### config.mk
export PLATFORM = sky130hd
export DESIGN_NAME = serial_mag_cmp
export DESIGN_NICKNAME = d
export VERILOG_FILES = /design/src/rtl/serial_cmp_pkg.sv /design/src/rtl/serial_mag_cmp.sv
export SDC_FILE = /design/constraint.sdc
export NUM_CORES = 1
export LEC_CHECK = 0
export CAP_MARGIN = 20
export CORE_MARGIN = 5
export CORE_UTILIZATION = 40
export DETAILED_ROUTE_END_ITERATION = 7
export SLEW_MARGIN = 20
export SYNTH_ARGS = -nofsm -noshare
export SYNTH_HDL_FRONTEND = slang
export SYNTH_SLANG_ARGS = --single-unit
### constraint.sdc
create_clock -name clk -period 2.42 [get_ports clk]
set_input_delay 0.484 -clock clk [delete_from_list [all_inputs] [get_ports clk]]
set_output_delay 0.484 -clock clk [all_outputs]
set_load 0.005 [all_outputs]
### src/rtl/serial_cmp_pkg.sv
// serial_cmp_pkg: state type and width helper shared by the serial magnitude comparator
package serial_cmp_pkg;
  typedef enum logic [1:0] {IDLE, RUN, DONE} state_t;
  function automatic int cyc_w(input int w);
    return $clog2(w + 1);
  endfunction
endpackage

### src/rtl/serial_mag_cmp.sv
// serial_mag_cmp: MSB-first bit-serial compare with early exit and a count of bits examined
module serial_mag_cmp
  import serial_cmp_pkg::*;
#(
  parameter int WIDTH = 8
) (
  input  logic                       clk,
  input  logic                       rst_n,
  input  logic                       start,
  input  logic [WIDTH-1:0]           A,
  input  logic [WIDTH-1:0]           B,
  input  logic                       signed_mode,
  output logic                       busy,
  output logic                       done,
  output logic                       eq,
  output logic                       gt,
  output logic                       lt,
  output logic [cyc_w(WIDTH)-1:0]    cycles
);
  localparam int CW = cyc_w(WIDTH);
  localparam int IW = $clog2(WIDTH);
  state_t         state_q, state_d;
  logic [WIDTH-1:0] a_q, a_d, b_q, b_d;
  logic           sm_q, sm_d;
  logic [IW-1:0]  idx_q, idx_d;
  logic [CW-1:0]  cyc_q, cyc_d;
  logic           busy_q, busy_d, done_q, done_d;
  logic           eq_q, eq_d, gt_q, gt_d, lt_q, lt_d;
  logic           a_bit, b_bit, flip;
  // next state: accept a request when not running, otherwise examine one bit per cycle
  always_comb begin
    state_d = state_q;
    a_d     = a_q;
    b_d     = b_q;
    sm_d    = sm_q;
    idx_d   = idx_q;
    cyc_d   = cyc_q;
    busy_d  = busy_q;
    done_d  = 1'b0;
    eq_d    = eq_q;
    gt_d    = gt_q;
    lt_d    = lt_q;
    a_bit   = a_q[idx_q];
    b_bit   = b_q[idx_q];
    flip    = sm_q && (idx_q == IW'(WIDTH - 1));
    if (state_q == RUN) begin
      cyc_d = cyc_q + CW'(1);
      if (a_bit != b_bit) begin
        gt_d    = flip ? b_bit : a_bit;
        lt_d    = flip ? a_bit : b_bit;
        done_d  = 1'b1;
        busy_d  = 1'b0;
        state_d = DONE;
      end else if (idx_q == '0) begin
        eq_d    = 1'b1;
        done_d  = 1'b1;
        busy_d  = 1'b0;
        state_d = DONE;
      end else begin
        idx_d = idx_q - IW'(1);
      end
    end else if (start) begin
      a_d     = A;
      b_d     = B;
      sm_d    = signed_mode;
      idx_d   = IW'(WIDTH - 1);
      cyc_d   = '0;
      eq_d    = 1'b0;
      gt_d    = 1'b0;
      lt_d    = 1'b0;
      busy_d  = 1'b1;
      state_d = RUN;
    end else begin
      state_d = IDLE;
    end
  end
  // state and registered outputs, cleared asynchronously
  always_ff @(posedge clk or negedge rst_n) begin
    if (!rst_n) begin
      state_q <= IDLE;
      a_q     <= '0;
      b_q     <= '0;
      sm_q    <= 1'b0;
      idx_q   <= '0;
      cyc_q   <= '0;
      busy_q  <= 1'b0;
      done_q  <= 1'b0;
      eq_q    <= 1'b0;
      gt_q    <= 1'b0;
      lt_q    <= 1'b0;
    end else begin
      state_q <= state_d;
      a_q     <= a_d;
      b_q     <= b_d;
      sm_q    <= sm_d;
      idx_q   <= idx_d;
      cyc_q   <= cyc_d;
      busy_q  <= busy_d;
      done_q  <= done_d;
      eq_q    <= eq_d;
      gt_q    <= gt_d;
      lt_q    <= lt_d;
    end
  end
  assign busy   = busy_q;
  assign done   = done_q;
  assign eq     = eq_q;
  assign gt     = gt_q;
  assign lt     = lt_q;
  assign cycles = cyc_q;
endmodule

==> impl_results.html, run 1 <==
<table>
<tr><th>Metric</th><th>Value</th></tr>
<tr><th colspan="2">Floorplan</th></tr>
<tr><td>Die X-Extent</td><td>roughly 70 um</td></tr>
<tr><td>CORE AREA</td><td>about 3600 um2</td></tr>
<tr><td>Die Y-Extent</td><td>70.5 um</td></tr>
<tr><td>Die area</td><td>approximately 5000 um2</td></tr>
<tr><td>Initial core utilization</td><td>40.6%</td></tr>
<tr><td>Ports</td><td>29</td></tr>
<tr><td>Standard-cell rows</td><td>22</td></tr>
<tr><th colspan="2">Route</th></tr>
<tr><td>Via density per instance</td><td>approximately 5.1</td></tr>
<tr><td>Post-DRT Antenna Nets</td><td>0</td></tr>
<tr><td>Initial drt markers</td><td>63</td></tr>
<tr><td>DR DRC count</td><td>0</td></tr>
<tr><td>TritonRoute pass-1 iters</td><td>4</td></tr>
<tr><td>Detailed-route via count</td><td>994</td></tr>
<tr><td>Detailed-route wire length</td><td>around 2700 um</td></tr>
<tr><td>Routed length per instance</td><td>around 14 um</td></tr>
<tr><th colspan="2">Logic synthesis</th></tr>
<tr><td>Syn_area_per_cell</td><td>roughly 13 um2</td></tr>
<tr><td>Post-Syn Nets</td><td>about 140</td></tr>
<tr><td>Cell taking the most area after synthesis</td><td>sky130_fd_sc_hd__dfrtp_1</td></tr>
<tr><td>Sequential share of the synthesized area</td><td>52.9%</td></tr>
<tr><td>Number of distinct library cell variants in the gate-level netlist after synthesis</td><td>26</td></tr>
<tr><td>Fraction of synthesized cell area taken by the top area cell type</td><td>between 50 and 60%</td></tr>
<tr><td>Cell types with the largest area share after synthesis</td><td>sky130_fd_sc_hd__dfrtp_1 (53%), sky130_fd_sc_hd__mux2_2 (14%), sky130_fd_sc_hd__mux4_2 (6.1%)</td></tr>
<tr><td>FF+latch count, synth</td><td>31</td></tr>
<tr><td>Summed instance area of the synthesized netlist</td><td>approximately 1500 um2</td></tr>
<tr><td>Warnings, synthesis</td><td>0</td></tr>
<tr><td>Post-Syn Instances</td><td>115</td></tr>
<tr><th colspan="2">CTS</th></tr>
<tr><td>Clock root buffer</td><td>sky130_fd_sc_hd__clkbuf_8</td></tr>
<tr><td>Clock latency on the worst-skew pair</td><td>0.28 ns</td></tr>
<tr><td>CTS HTree Levels</td><td>2</td></tr>
<tr><td>Number of clock buffers inserted by TritonCTS</td><td>5</td></tr>
<tr><td>Number of sinks handled by clock tree synthesis</td><td>31</td></tr>
<tr><td>Clock-pin slew reported for the worst setup and hold paths after clock tree synthesis</td><td>roughly 0.06 ns</td></tr>
<tr><td>TritonCTS clock tree</td><td>yes</td></tr>
<tr><td>Max Root-Sink Buffers</td><td>2</td></tr>
<tr><th colspan="2">Worst setup path</th></tr>
<tr><td>Worst R2R Setup Slack</td><td>between 0.2 and 0.25 ns</td></tr>
<tr><td>Crit Path Max Fanout</td><td>10</td></tr>
<tr><td>Data arrival time of the critical path</td><td>~2.4 ns</td></tr>
<tr><td>Element type at the critical path start</td><td>register</td></tr>
<tr><td>FF-to-FF Start</td><td>idx_q[0]</td></tr>
<tr><td>Source of the critical timing path</td><td>idx_q[0]</td></tr>
<tr><td>Reg2reg end</td><td>idx_q[2]</td></tr>
<tr><td>End point of the critical path</td><td>idx_q[2]</td></tr>
<tr><td>Crit Path Class</td><td>register to register</td></tr>
<tr><td>Crit path required time</td><td>roughly 2.6 ns</td></tr>
<tr><td>Reg2Reg Depth</td><td>5</td></tr>
<tr><td>Category of the worst setup path capture point</td><td>register</td></tr>
<tr><th colspan="2">Layout</th></tr>
<tr><td>Diode count</td><td>0</td></tr>
<tr><td>Synthesis-to-layout area growth</td><td>28.3%</td></tr>
<tr><td>Summed area of non-filler cells in the final layout</td><td>about 1900 um2</td></tr>
<tr><td>Final net count</td><td>170</td></tr>
<tr><td>Fraction of final layout cells with drive strength greater than 1</td><td>between 20% and 30%</td></tr>
<tr><td>Most frequent cells in the layout</td><td>sky130_fd_sc_hd__dfrtp_1 (30), sky130_fd_sc_hd__clkdlybuf4s50_1 (28), sky130_fd_sc_hd__mux2_2 (18)</td></tr>
<tr><td>Core Util, Final</td><td>a little over half</td></tr>
<tr><td>Most common cell after layout, fill and taps aside</td><td>sky130_fd_sc_hd__dfrtp_1</td></tr>
<tr><th colspan="2">Hold path</th></tr>
<tr><td>Origin of the worst min-delay path</td><td>cycles[3]</td></tr>
<tr><td>Worst Hold Class</td><td>register to register</td></tr>
<tr><th colspan="2">Flow run</th></tr>
<tr><td># Max-Cap Violations</td><td>0</td></tr>
<tr><th colspan="2">Global routing</th></tr>
<tr><td>GRT Total Usage</td><td>12.6%</td></tr>
<tr><td>Maximum number of pins on one net before global-route repair</td><td>32</td></tr>
<tr><td>Met2 global-route usage</td><td>between 10% and 20%</td></tr>
<tr><td>Busiest grt layer</td><td>met2</td></tr>
<tr><td>Via count of the first global-routing pass</td><td>approximately 1,100</td></tr>
<tr><td>Met3 capacity usage during global routing</td><td>under 10%</td></tr>
<tr><td>Remaining Overflow, GRT</td><td>0</td></tr>
<tr><td>GRT met1 Usage</td><td>about 15%</td></tr>
<tr><td>Antenna violations before repair</td><td>0</td></tr>
<tr><td>Global-route wire length before repair</td><td>about 4800 um</td></tr>
<tr><th colspan="2">Placed design</th></tr>
<tr><td>RD Place Congestion</td><td>between 0.7 and 0.8</td></tr>
<tr><td>Total cell area at the placement stage</td><td>between 1500 and 2000 um2</td></tr>
<tr><td>Sum of net half-perimeters after detailed placement</td><td>between 1500 and 2000 um</td></tr>
<tr><td>Input/output buffers</td><td>28</td></tr>
<tr><th colspan="2">Timing</th></tr>
<tr><td>Minimum period implied by the final worst setup slack</td><td>around 2.2 ns</td></tr>
<tr><td>Period Utilization, post-route</td><td>91.5%</td></tr>
<tr><td>Maximum frequency from static timing analysis</td><td>approximately 450 MHz</td></tr>
<tr><td>Setup clock skew after layout</td><td>just under 0.005 ns</td></tr>
<tr><td>Pins over their slew limit</td><td>0</td></tr>
<tr><td>RSZ-0062 raised after global routing</td><td>no</td></tr>
<tr><td>Final setup violation count</td><td>0</td></tr>
<tr><td>Sum of negative setup slack</td><td>0 ns</td></tr>
<tr><td>Tightest Pin Transition</td><td>about 0.57 ns</td></tr>
<tr><td>Final hold vios</td><td>0</td></tr>
<tr><td>Worst slew margin</td><td>61.7%</td></tr>
<tr><th colspan="2">Power and ir drop</th></tr>
<tr><td>Leakage power</td><td>~0.00079 uW</td></tr>
<tr><td>PwrDens</td><td>about 1300 nW/um2</td></tr>
<tr><td>Final Total Pwr</td><td>between 2000 and 3000 uW</td></tr>
<tr><td>Peak supply drop</td><td>~0.61 mV</td></tr>
<tr><th colspan="2">Status</th></tr>
<tr><td>Outcome</td><td>complete, no violations</td></tr>
</table>
-- state kept, by name (all words and copies together) (netlist names) --
signal   count
a_q          8
b_q          8
busy         1
cycles       4
done         1
eq           1
gt           1
idx_q        3
lt           1
sm_q         1
state_q      2
-- final cells by class --
class | instances | area (um2)
well taps | 48 | 60.1
clock buffers | 6 | 82.6
inverters | 3 | 11.3
fillers | 325 | 1730
clock inverters | 1 | 5.00
flip-flops and latches | 31 | 777
multi-input cells | 75 | 648
repair buffers | 30 | 295
-- where the power goes --
part / internal [uW] / switching (uW) / total [uW] / leakage, uW
Combinational: 615 / 550 / 1170 / 0.000373
Sequential: 762 / 171 / 933 / 0.000370
Clock: 223 / 183 / 405 / 0.0000470
-- layer usage --
| layer | share of wire, % | vias to the layer above |
|---|---|---|
| met1 | 43 | 493 |
| met2 | 48 | 26 |
| li1 | - | 470 |
| met5 | 0 | - |
| met4 | 2.0 | 0 |
| met3 | 6.5 | 5 |
-- how the worst min path moves through the flow --
stage / to / slack, ns / cells after the start
after detailed placement: cycles[3] / 0.48 / 1
after global routing: cycles[3] / 0.52 / 1
after CTS: cycles[3] / 0.50 / 1
after global placement: busy / 0.48 / 2
final: cycles[3] / 0.49 / 1
after floorplan: a_q[0] / 0.19 / 0
-- what timing repair did --
item | 4_1_cts | 5_1_grt
resized for setup | 0 | 1
buffers inserted | 0 | 0
hold buffers | 0 | 0
endpoints found under the setup margin | 0 | 1
-- cells in the mapped netlist --
cell type	instances
sky130_fd_sc_hd__a211oi_1	2
sky130_fd_sc_hd__a21oi_1	4
sky130_fd_sc_hd__a311o_1	1
sky130_fd_sc_hd__a31oi_1	2
sky130_fd_sc_hd__and2_1	2
sky130_fd_sc_hd__and4_1	1
sky130_fd_sc_hd__buf_6	1
sky130_fd_sc_hd__clkbuf_1	5
sky130_fd_sc_hd__dfrtp_1	31
sky130_fd_sc_hd__ha_1	4
sky130_fd_sc_hd__inv_1	3
sky130_fd_sc_hd__mux2_2	18
sky130_fd_sc_hd__mux2i_1	2
sky130_fd_sc_hd__mux2i_4	1
sky130_fd_sc_hd__mux4_2	4
sky130_fd_sc_hd__nand2_1	7
sky130_fd_sc_hd__nand2b_1	1
sky130_fd_sc_hd__nand3_1	4
sky130_fd_sc_hd__nand3b_1	1
sky130_fd_sc_hd__nand4_1	1
sky130_fd_sc_hd__nor2_1	9
sky130_fd_sc_hd__nor2b_1	1
sky130_fd_sc_hd__nor3_1	2
sky130_fd_sc_hd__o211ai_1	2
sky130_fd_sc_hd__o21ai_0	5
sky130_fd_sc_hd__xor2_4	1
-- cells by family after synthesis --
group / Yosys count / synth area share, %
and+or+nand+nor: 29 / 9.39
AOI/OAI and AO/OA: 16 / 6.66
buffers and inverters: 9 / 2.82
adders and majority gates: 4 / 3.42
DFF: 31 / 52.9
xor gates and xnor gates: 1 / 1.88
muxes: 25 / 22.9
-- stage by stage --
| stage | std cells | setup WS [ns] | hold slack [ns] |
|---|---|---|---|
| 2_1_floorplan | 115 | 0.368 | 0.188 |
| 3_3_place_gp | 187 | 0.183 | 0.480 |
| 3_5_place_dp | 187 | 0.130 | 0.483 |
| 4_1_cts | 194 | 0.115 | 0.495 |
| 5_1_grt | 194 | 0.118 | 0.519 |
| 6_report | 194 | 0.205 | 0.492 |
-- critical path, cell delays in order, from the launching register on --
cell                      delay, ns
sky130_fd_sc_hd__dfrtp_2       0.48
sky130_fd_sc_hd__mux4_2        0.51
sky130_fd_sc_hd__mux2_2        0.34
sky130_fd_sc_hd__xor2_4        0.27
sky130_fd_sc_hd__a31oi_1       0.15
sky130_fd_sc_hd__a311o_1       0.35
Power figures use the tool's default switching activity.
==> run 2, diff against run 1 <==
--- a/config.mk
+++ b/config.mk
@@ -5,7 +5,7 @@
 export SDC_FILE = /design/constraint.sdc
 export NUM_CORES = 1
 export LEC_CHECK = 0
-export CAP_MARGIN = 20
+export CAP_MARGIN = 0
 export CORE_MARGIN = 5
 export CORE_UTILIZATION = 40
 export DETAILED_ROUTE_END_ITERATION = 7
==> results of run 2 <==
The final DEF is identical to that of run 1; final timing and power are the same.
